<file path="src/rtl/div_iter.sv">
// div_iter: iterative restoring divider, one quotient bit per cycle.
// result_o = {remainder, quotient}. A zero divisor completes in two cycles
// with div_by_zero_o set and a zero result.
// Optional feature macro: DIV_SIGNED_EN. When defined, signed_div_i selects
// two's-complement operands. When undefined, every division is unsigned and
// no negation logic is built.
module div_iter #(
  parameter int WIDTH = 32
) (
  input  logic               clk,
  input  logic               rst,
  input  logic               start_i,
  input  logic               annul_i,
  input  logic               signed_div_i,
  input  logic [WIDTH-1:0]   opdata1_i,
  input  logic [WIDTH-1:0]   opdata2_i,
  output logic [2*WIDTH-1:0] result_o,
  output logic               ready_o,
  output logic               busy_o,
  output logic               div_by_zero_o
);

  localparam int CW = $clog2(WIDTH + 1);

  typedef enum logic [1:0] {FREE, BYZERO, ON, END} state_t;

  state_t           state;
  logic [CW-1:0]    cnt;
  logic [WIDTH-1:0] dvd;   // dividend shifting out, quotient shifting in
  logic [WIDTH-1:0] dvs;   // divisor magnitude
  logic [WIDTH-1:0] rem;   // partial remainder

  logic             accept;
  logic [WIDTH-1:0] a_abs, b_abs;
  logic [WIDTH-1:0] q_fin, r_fin;

  assign accept = (state == FREE) && start_i && !annul_i;

  // The stall request has to appear in the same cycle the request is
  // presented, so the FREE term is combinational. Reset masks it so that
  // every output reads zero while rst is held.
  assign busy_o = (state == ON) || (state == BYZERO) || (accept && !rst);

`ifdef DIV_SIGNED_EN
  logic neg_q, neg_r;
  logic a_neg, b_neg;

  assign a_neg = signed_div_i && opdata1_i[WIDTH-1];
  assign b_neg = signed_div_i && opdata2_i[WIDTH-1];
  // The most-negative value maps onto itself; read as unsigned it is the
  // correct magnitude, so MIN / -1 wraps back to MIN without special casing.
  assign a_abs = a_neg ? (~opdata1_i + 1'b1) : opdata1_i;
  assign b_abs = b_neg ? (~opdata2_i + 1'b1) : opdata2_i;
  assign q_fin = neg_q ? (~dvd + 1'b1) : dvd;
  assign r_fin = neg_r ? (~rem + 1'b1) : rem;

  // Result sign fixups, captured when the operation is accepted
  always_ff @(posedge clk) begin
    if (rst) begin
      neg_q <= 1'b0;
      neg_r <= 1'b0;
    end else if (accept) begin
      neg_q <= a_neg ^ b_neg;
      neg_r <= a_neg;
    end
  end
`else
  logic unused_sgn;

  assign unused_sgn = signed_div_i;
  assign a_abs      = opdata1_i;
  assign b_abs      = opdata2_i;
  assign q_fin      = dvd;
  assign r_fin      = rem;
`endif

  // One restoring step: shift {rem, dvd} left, trial-subtract the divisor.
  // The shifted remainder needs WIDTH+1 bits, and the extra top bit of diff
  // is the borrow.
  logic [WIDTH:0]   shl;
  logic [WIDTH+1:0] diff;
  logic             qbit;
  logic [WIDTH-1:0] rem_nx;

  // Combinational datapath for a single division step
  always_comb begin
    shl    = {rem, dvd[WIDTH-1]};
    diff   = {1'b0, shl} - {2'b00, dvs};
    qbit   = ~diff[WIDTH+1];
    rem_nx = qbit ? diff[WIDTH-1:0] : shl[WIDTH-1:0];
  end

  // Control FSM with registered result, ready and divide-by-zero flag
  always_ff @(posedge clk) begin
    if (rst) begin
      state         <= FREE;
      cnt           <= '0;
      dvd           <= '0;
      dvs           <= '0;
      rem           <= '0;
      result_o      <= '0;
      ready_o       <= 1'b0;
      div_by_zero_o <= 1'b0;
    end else begin
      case (state)
        FREE: begin
          result_o      <= '0;
          ready_o       <= 1'b0;
          div_by_zero_o <= 1'b0;
          if (accept) begin
            cnt   <= '0;
            rem   <= '0;
            dvd   <= a_abs;
            dvs   <= b_abs;
            state <= (opdata2_i == '0) ? BYZERO : ON;
          end
        end
        BYZERO: begin
          if (annul_i) begin
            state <= FREE;
          end else begin
            result_o      <= '0;
            div_by_zero_o <= 1'b1;
            ready_o       <= 1'b1;
            state         <= END;
          end
        end
        ON: begin
          if (annul_i) begin
            state <= FREE;
          end else if (cnt == CW'(WIDTH)) begin
            // Every quotient bit is in place, so apply the sign fixup and publish
            result_o <= {r_fin, q_fin};
            ready_o  <= 1'b1;
            state    <= END;
          end else begin
            rem <= rem_nx;
            dvd <= {dvd[WIDTH-2:0], qbit};
            cnt <= cnt + 1'b1;
          end
        end
        END: begin
          // Hold the result until the requester drops start_i
          if (!start_i) begin
            result_o      <= '0;
            ready_o       <= 1'b0;
            div_by_zero_o <= 1'b0;
            state         <= FREE;
          end
        end
        default: state <= FREE;
      endcase
    end
  end

endmodule

</file>
<file path="config.mk">
export PLATFORM = sky130hd
export DESIGN_NAME = div_iter
export DESIGN_NICKNAME = d
export VERILOG_FILES = /design/src/rtl/div_iter.sv
export SDC_FILE = /design/constraint.sdc
export NUM_CORES = 1
export LEC_CHECK = 0
export ABC_CLOCK_PERIOD_IN_PS = 2860
export CAP_MARGIN = 20
export CORE_ASPECT_RATIO = 0.7
export CORE_MARGIN = 1.5
export CORE_UTILIZATION = 54
export CTS_CLUSTER_DIAMETER = 80
export DETAILED_ROUTE_END_ITERATION = 7
export PLACE_DENSITY = 0.8
export SKIP_CTS_REPAIR_TIMING = 1
export SLEW_MARGIN = 30
export SYNTH_ARGS = -nofsm -noshare
export SYNTH_HDL_FRONTEND = slang
export SYNTH_SLANG_ARGS = --single-unit
</file>
<file path="constraint.sdc">
create_clock -name clk -period 2.86 [get_ports clk]
set_input_delay 0.572 -clock clk [delete_from_list [all_inputs] [get_ports clk]]
set_output_delay 0.572 -clock clk [all_outputs]
set_load 0.1 [all_outputs]
</file>
==> results by stage, run 1 <==
Placed design:
- The worst slack at placement is 0.04699 ns.
- Including well taps, the total number of placed cells is 1398.
- The half-perimeter wire length after placement is 16080 um.
- The global placement routability congestion is 0.9409.
- In this run the cell area measured after placement is 10110 um2.
- Input and output buffers added on the ports amount to 134.

Worst setup path:
- The critical path crosses 5 cells after its start point.
- The number of cells traversed by the worst register-to-register path is 12.
- The largest stage delay on the critical path is 0.55 ns.
- The category of the critical setup timing path is in2out.
- Data arrives at the worst endpoint at 2.22 ns.
- The required time at the worst-slack endpoint is 2.29 ns.
- The slowest cell on the critical path is clkdlybuf4s50_1.
- The number of buffers and inverters on the critical path is 2.
- Broken down by cell family, the worst path's largest delay share belongs to buffers and inverters.
- The highest net fanout along the worst path is 6.
- The critical path goes through clkdlybuf4s50_1, nand2b_1, or2_2, o21bai_2, buf_12.
- The endpoint type of the worst setup path is an output pin.
- The type of origin of the critical path is a primary input.

Detailed routing:
- Once detail routing completed, the nets flagged for antenna violations numbered 0.
- The vias after detailed routing is 8218.
- The routed design has 23160 um of wire.
- The detailed-route wire length per cell is 16.18 um.
- The first routing iteration left 769 violations.
- The number of remaining DRC errors is 0.
- The pre-antenna-repair detailed-routing pass consisted of 7 iterations.
- In the routed layout, each cell is associated on average with a via count of 5.743.

Timing:
- The max-slew violation count is 0.
- The transition time at the pin with the least slew margin is 0.9330 ns.
- Setup violations remaining at the end of the flow were counted as 0.
- The worst pin sits at a relative slew slack of 0.3780.
- The total count of hold-check failures in the final report came to 0.
- For the final database, setup skew stands at 0.009557 ns.
- The post-layout worst setup margin is 0.06865 ns.
- The fraction of the cycle the final worst path needs is 0.9760.
- Timing would allow up to 0.3583 GHz.
- The clock period minus final worst setup slack is 2.791 ns.
- The final-layout setup total negative slack is 0 ns.

Clocking:
- The TritonCTS clock tree is done.
- Counting along the longest clock path gives a buffer depth of 2.
- The clock latency of the later-clocked register in the worst-skew pair is 0.43 ns.
- Counting the buffers created by CTS gives 17.
- Clock-pin slew was measured on the worst setup and hold paths at 0.07 ns.
- The total number of clock tree sinks is 170.
- The total number of H-tree levels is 4.
- The tree is rooted in a clkbuf_16.

Synthesis:
- Among all flip-flop cells after synthesis, the most frequent one is dfxtp_1.
- dfxtp_1 takes more of the synthesized area than any other cell.
- Of the post-synthesis cell area, the dominant cell type holds 0.3895.
- The count of state elements after synthesis is 170.
- The share of flip-flops with an asynchronous set or reset after synthesis is 0.
- The synthesized netlist net count is 1218.
- The share of the yosys chip area belonging to registers is 0.3895.
- The yosys synthesis warning count is 0.
- Each instance of the synthesized netlist takes up on average 7.872 um2.
- The number of enable flip-flop cells after synthesis is 0.
- The number of library cell types mapped by synthesis is 62.
- In this run the cell area of the synthesized design comes to 8738 um2.
- The count of mapped cells out of synthesis is 1110.
- After synthesis, the cell types taking the most area are dfxtp_1 39%, nand2_1 8.4%, a21oi_1 7.3%.

Global routing:
- The global-route congestion overflow total is 0.
- Across every metal layer, demand over resource in global routing totals 0.2783.
- The number of antenna violations at the first check in global routing is 0.
- The first global-routing pass estimated 38050 um of wire.
- The via count of the first global-routing pass is 7727.
- Entering global routing, the biggest net connects 77 pins.

Final layout:
- The post-route cell area is 10780 um2.
- The net count of the finished layout is 1326.
- The number of inserted filler cells in the final layout is 1301.
- The area used by sequential logic in the layout is 3403 um2.
- The share of cells above drive strength 1 is 0.1235.
- The multi-input combinational cells in the finished layout cover a total of 4881 um2.
- 0 antenna diodes ended up in the layout.
- The area added between synthesis and finish is 23.37%.
- The post-layout instance count excluding filler cells is 1431.

Floorplan:
- The vertical die dimension is 109.4 um.
- The floorplan step defined a die boundary enclosing 16970 um2.
- The initialized floorplan defines 38 standard-cell rows.
- For this design the top-level I/O count stands at 136.
- The floorplan step defined a core boundary enclosing 15640 um2.
- For this configuration, the core starts out at a cell density of 0.5586.
- The horizontal extent of the die is 155.0 um.

Outcome:
- The run finished with clean final reports.

Pwr:
- Across the VDD grid, the largest voltage drop is 0.6121 mV.
- The completed layout was analyzed and its total power is 10.44 mW.
- Dividing total power by cell area gives a power density of 968.6 nW/um2.
- The leakage component of the power is 4.120 nW.

Min path:
- The cell depth of the worst hold path is 2.
- The path class of the tightest hold or removal check is reg2reg.

Flow run:
- The count of maximum capacitance violations is 0.
## sequential cells by signal (all words and copies together), names as in the netlist
register / flops
r_fin: 32
div_by_zero_o: 1
result_o: 64
dvd: 32
cnt: 6
ready_o: 1
dvs: 32
state: 2
## stage by stage
stage | hold slack, ns | utilization
final | 0.4529 | 0.6892
after global routing | 0.4684 | 0.6892
after CTS | 0.4566 | 0.6862
after detailed placement | 0.4451 | 0.6465
after global placement | 0.4413 | 0.6462
after floorplan | 0.4363 | -
## worst min-delay path, delay by kind of cell, from the launching register on
| family | cells | cell delay, ns |
|---|---|---|
| AO/OA/AOI/OAI | 1 | 0.05 |
| AND/OR/NAND/NOR | 1 | 0.05 |
| flip-flops | 1 | 0.31 |
## Yosys cell counts, types with 2 or more instances
cell       instances
a2111oi_0          2
a211oi_1          35
a21o_1             9
a21oi_1          128
a221oi_1           2
a22o_1             2
a31oi_1            9
and2_1             5
and3_1             5
buf_1              8
buf_2              6
buf_6              3
clkbuf_1          52
dfxtp_1          170
ha_1              38
inv_1             61
mux2i_1           53
nand2_1          196
nand2b_1           9
nand3_1           79
nand4_1            8
nor2_1            67
nor2b_1            3
nor3_1            11
nor4_1            10
o211ai_1           7
o21a_1             5
o21ai_0           30
o21ai_1           23
o21bai_1           5
o221ai_1           2
o31a_1             9
or2_2              2
or3_1              3
xnor2_1           19
xor2_1             8
## report_power, final
part | switching [mW] | leakage (nW) | internal, mW
combinational | 3.22 | 2.44 | 1.86
sequential | 0.222 | 1.38 | 2.68
clock | 1.11 | 0.303 | 1.34
## routing by layer
| metal | vias up | track usage | wire length [um] |
|---|---|---|---|
| met5 | - | 0 | 0 |
| met4 | 0 | 0.08791 | 444 |
| met3 | 42 | 0.05085 | 1588 |
| met2 | 296 | 0.4356 | 10020 |
| met1 | 3798 | 0.3911 | 11100 |
| li1 | 4082 | - | - |
## path summary, 6_finish.rpt
path | startpoint | end | slack (ns)
setup reg to reg | dvs[18] | r_fin[20] | 0.10
setup / recovery | annul_i | busy_o | 0.07
hold reg to reg | result_o[56] | result_o[56] | 0.45
hold / removal | result_o[56] | result_o[56] | 0.45
## layout by cell type (no fill, tap or decap), drive strengths merged, types with 12 or more instances in the layout
cell / count
clkdlybuf4s50: 66
inv: 70
o21ai: 53
clkbuf: 17
nor2: 67
ha: 38
nand2: 197
mux2i: 53
buf: 92
nand3: 79
dfxtp: 170
a21oi: 130
a211oi: 36
xnor2: 19
nor3: 12
## kinds of logic (layout without fill, tap and decap cells)
family	Yosys count	in the layout	share of synthesized area
AND/OR/NAND/NOR	407	407	0.2060
AO/OA/AOI/OAI	283	283	0.1995
flip-flops	170	170	0.3895
buffers and inverters	130	251	0.05928
multiplexers	54	54	0.06200
adder cells (fa/ha/maj)	39	39	0.05670
XOR/XNOR	27	27	0.02706
## final cells by class
class	instances	area share
Inverter	61	0.02124
Multi-Input combinational cell	810	0.4528
Sequential cell	170	0.3157
Timing Repair Buffer	158	0.1295
Clock inverter	15	0.01811
Clock buffer	17	0.03946
Tap cell	200	0.02321
(Power assumes the default switching activity.)
==> inputs of run 2 (changes only) <==
Settings changed: CAP_MARGIN 20 to unset.
==> results of run 2 <==
The final DEF is identical to that of run 1; final timing and power are the same.
==> inputs of run 3 (changes only) <==
Settings changed: ABC_CLOCK_PERIOD_IN_PS 2860 to 3500, CORE_UTILIZATION 54 to 55, PLACE_DENSITY 0.8 to 0.81.
Clock period 2.86 ns to 3.5 ns, I/O delays scaled along.
==> run 3 against run 2 <==
Against the previous run:
- the run now ends with design-rule violations left
- final area is essentially flat
- non-clock buffer count shrank 7
- die area shrank 1.8%
- count of clock-buffer cells in the layout is the same
- routed wire length shrank 3.0%
- worst hold slack lost 0.00063 ns
- combinational power shrank 22%
- register-to-register slack gained 0.41 ns
- final cell count shrank 0.56%
- clock power shrank 26%
- power shrank 22%
==> results by stage, run 3 (synthesis results as in run 1) <==
Pwr:
- The proportion of power drawn by flip-flops and latches is 0.290.
- The portion of total power attributed to the clock network is 0.223.
- The internal power is 4.579 mW.
- The share of total power dissipated in combinational logic is 0.487.
- In this run the power spent charging and discharging nets is 3.597 mW.
- The switching part of the total is 0.4399.
- Across the VDD grid, the largest voltage drop is 0.4758 mV.
- The leakage component of the power is 3.894 nW.
- Power spread over the standard cell area amounts to 759.1 nW/um2.

Timing:
- Setup repair after global routing left no endpoint under its margin.
- The highest clock rate is 0.3344 GHz.
- The final-layout setup total negative slack is 0 ns.
- The number of setup violations in the final report is 0.
- The total count of hold-check failures in the final report is 0.
- The post-layout worst setup margin is 0.5099 ns.
- The clock tree skew after final layout is 0.01028 ns.
- The fraction of the cycle the final worst path needs is 0.8543.
- The max-slew violation count is 0.
- The transition time at the pin with the least slew margin is 1.021 ns.
- The clock period minus final worst setup slack is 2.990 ns.
- Measured against its own limit, the worst slew margin works out to 0.3173.

Worst setup path:
- The critical path is of the reg2reg type.
- The arrival time at the worst endpoint is 3.31 ns.
- STA puts the critical path data required time at 3.82 ns.
- The highest net fanout along the worst path is 17.
- The endpoint type of the worst setup path is a flop.
- For this run, the slowest stage of the critical path takes 0.53 ns.
- The slowest cell on the critical path is a21oi_4.
- Among the stages of the critical path, the cell type that occurs most often is o21ai_1.
- The type of origin of the critical path is a flop.
- The critical path goes through inv_1, ha_1, o21a_1, o31a_2, o21ai_1, o211ai_2, nand3_1, a21oi_4, buf_4, mux2i_1, o21ai_1.

Detailed routing:
- The number of DRC markers in iteration 0 is 598.
- The count of antenna-violating nets left after detailed routing is 0.
- After detailed routing, the average wire length per cell comes to 15.78 um.
- The via density per instance is 5.755.
- The sum of routed wire length over all layers is 22460 um.
- The pre-antenna-repair detailed-routing pass consisted of 8 iterations.
- In the routed design, unresolved DRC markers number 1.
- The vias after detailed routing is 8190.

Clocking:
- Buffers inserted during clock tree synthesis total 17.
- The total number of H-tree levels is 4.
- No sink is reached through more buffers than the 2 on the longest clock path.
- The TritonCTS clock tree is done.
- Counting every sink on the clock net gives 170.
- The tree is rooted in a clkbuf_16.
- Clock-pin slew was measured on the worst setup and hold paths at 0.07 ns.
- Clock latency on the worst-skew pair, taken at its later pin, is 0.43 ns.

Placed design:
- OpenSTA, run right after detailed placement, puts the worst setup slack at 0.5635 ns.
- The half-perimeter wire length after placement is 15900 um.
- The total of buffers placed on input and output ports is 134.
- In this run the cell area measured after placement is 10210 um2.
- The congestion estimate from routability-driven global placement came to 0.9268.

Global routing:
- The largest net degree at the start of global routing is 89.
- Summed over all layers, the global routing overflow is 0.
- The number of antenna violations at the first check in global routing came to 0.
- The via count of the first global-routing pass was 7444.
- The first-pass GRT wire length is 36730 um.
- The overall fraction of global-route tracks in use is 0.2712.

Final layout:
- The count of nets after finishing is 1319.
- The finished cells cover 10770 um2.
- The library cells used most frequently in the layout, excluding fill and tap cells, are 196 x nand2_1, 170 x dfxtp_1, 130 x clkdlybuf4s50_1.
- The most flop-heavy register is result_o.
- Leaving out fill and tap cells, the most frequent cell in the layout is nand2_1.
- Of the cells placed in the final design, the portion with a size suffix greater than 1 is 0.05887.
- The register with the most flip-flops in the layout has 64 of them.
- The area added between synthesis and finish is 23.25%.
- The number of antenna diodes in the final layout is 0.

Floorplan:
- The floorplan step set the die height to 108.5 um.
- The number of top-level pins is 136.
- The die covers 16670 um2.
- The total area inside the core boundary comes to 15500 um2.
- The row count is 38.
- The initial utilization of the core area, before any placement, comes to 0.5638.
- The floorplan step set the die width to 153.7 um.

Min path:
- The path class of the tightest hold or removal check is reg2reg.

Outcome:
- The checks that failed: design-rule violations.
- The run finished, with violations left.

Flow run:
- The count of maximum capacitance violations is 0.
==> run 3: changes by cell type in the layout (fill, tap and decap cells not counted), sizes merged <==
| cell | change |
|---|---|
| buf | -71 |
| bufinv | -2 |
| clkdlybuf4s50 | +64 |
| clkinv | -1 |
| clkinvlp | +3 |
| inv | -1 |
==> run 3: power by group through the flow <==
stage | Clock, mW | Combinational (mW) | Sequential (mW)
final | 1.82 | 3.98 | 2.37
after global routing | 1.92 | 4.31 | 2.41
after CTS | 1.84 | 3.95 | 2.37
after detailed placement | 0 | 3.92 | 2.41
after global placement | 0 | 3.84 | 2.40
after floorplan | 0 | 2.78 | 2.64
==> run 3: routing by layer <==
metal  vias to the layer above  wire length [um]  GRT usage
met5                         -                 0          0
met4                         0               361    0.06935
met3                        34              1395    0.05170
met2                       276              9741     0.4224
met1                      3810             10960     0.3863
li1                       4070                 -          -
==> run 3: worst paths after layout <==
| check | start | end | slack [ns] | depth (start not counted) |
|---|---|---|---|---|
| worst max register to register | dvs[2] | r_fin[6] | 0.51 | 11 |
| worst min register to register | result_o[62] | result_o[62] | 0.45 | 2 |
| worst min-delay path | result_o[62] | result_o[62] | 0.45 | 2 |
| worst max-delay path | dvs[2] | r_fin[6] | 0.51 | 11 |
==> run 3: area by class of cell <==
cell class              count  area, um2
flip-flops and latches    170       3403
inverters                  61      229.0
repair buffers            151       1484
multi-input cells         810       4845
fillers                  1274       4730
well taps                 200      250.2
clock buffers              17      425.4
clock inverters            14      133.9
==> run 3: stage by stage <==
stage / util / instances / hold WS, ns / power (mW)
floorplan: - / 1110 / 0.4363 / 5.411
global placement: 0.6588 / 1392 / 0.4404 / 6.247
global route: 0.6949 / 1423 / 0.4661 / 8.649
detailed placement: 0.6588 / 1392 / 0.4444 / 6.331
CTS: 0.6949 / 1423 / 0.4525 / 8.157
finish: 0.6949 / 1423 / 0.4522 / 8.176
==> run 3: worst max-delay path: cells and delay by family (launching register included) <==
| family | cells | cell delay (ns) |
|---|---|---|
| flip-flops | 1 | 0.34 |
| AO/OA/AOI/OAI | 6 | 1.37 |
| adder cells (fa/ha/maj) | 1 | 0.37 |
| buffers and inverters | 2 | 0.38 |
| AND/OR/NAND/NOR | 1 | 0.17 |
| multiplexers | 1 | 0.24 |
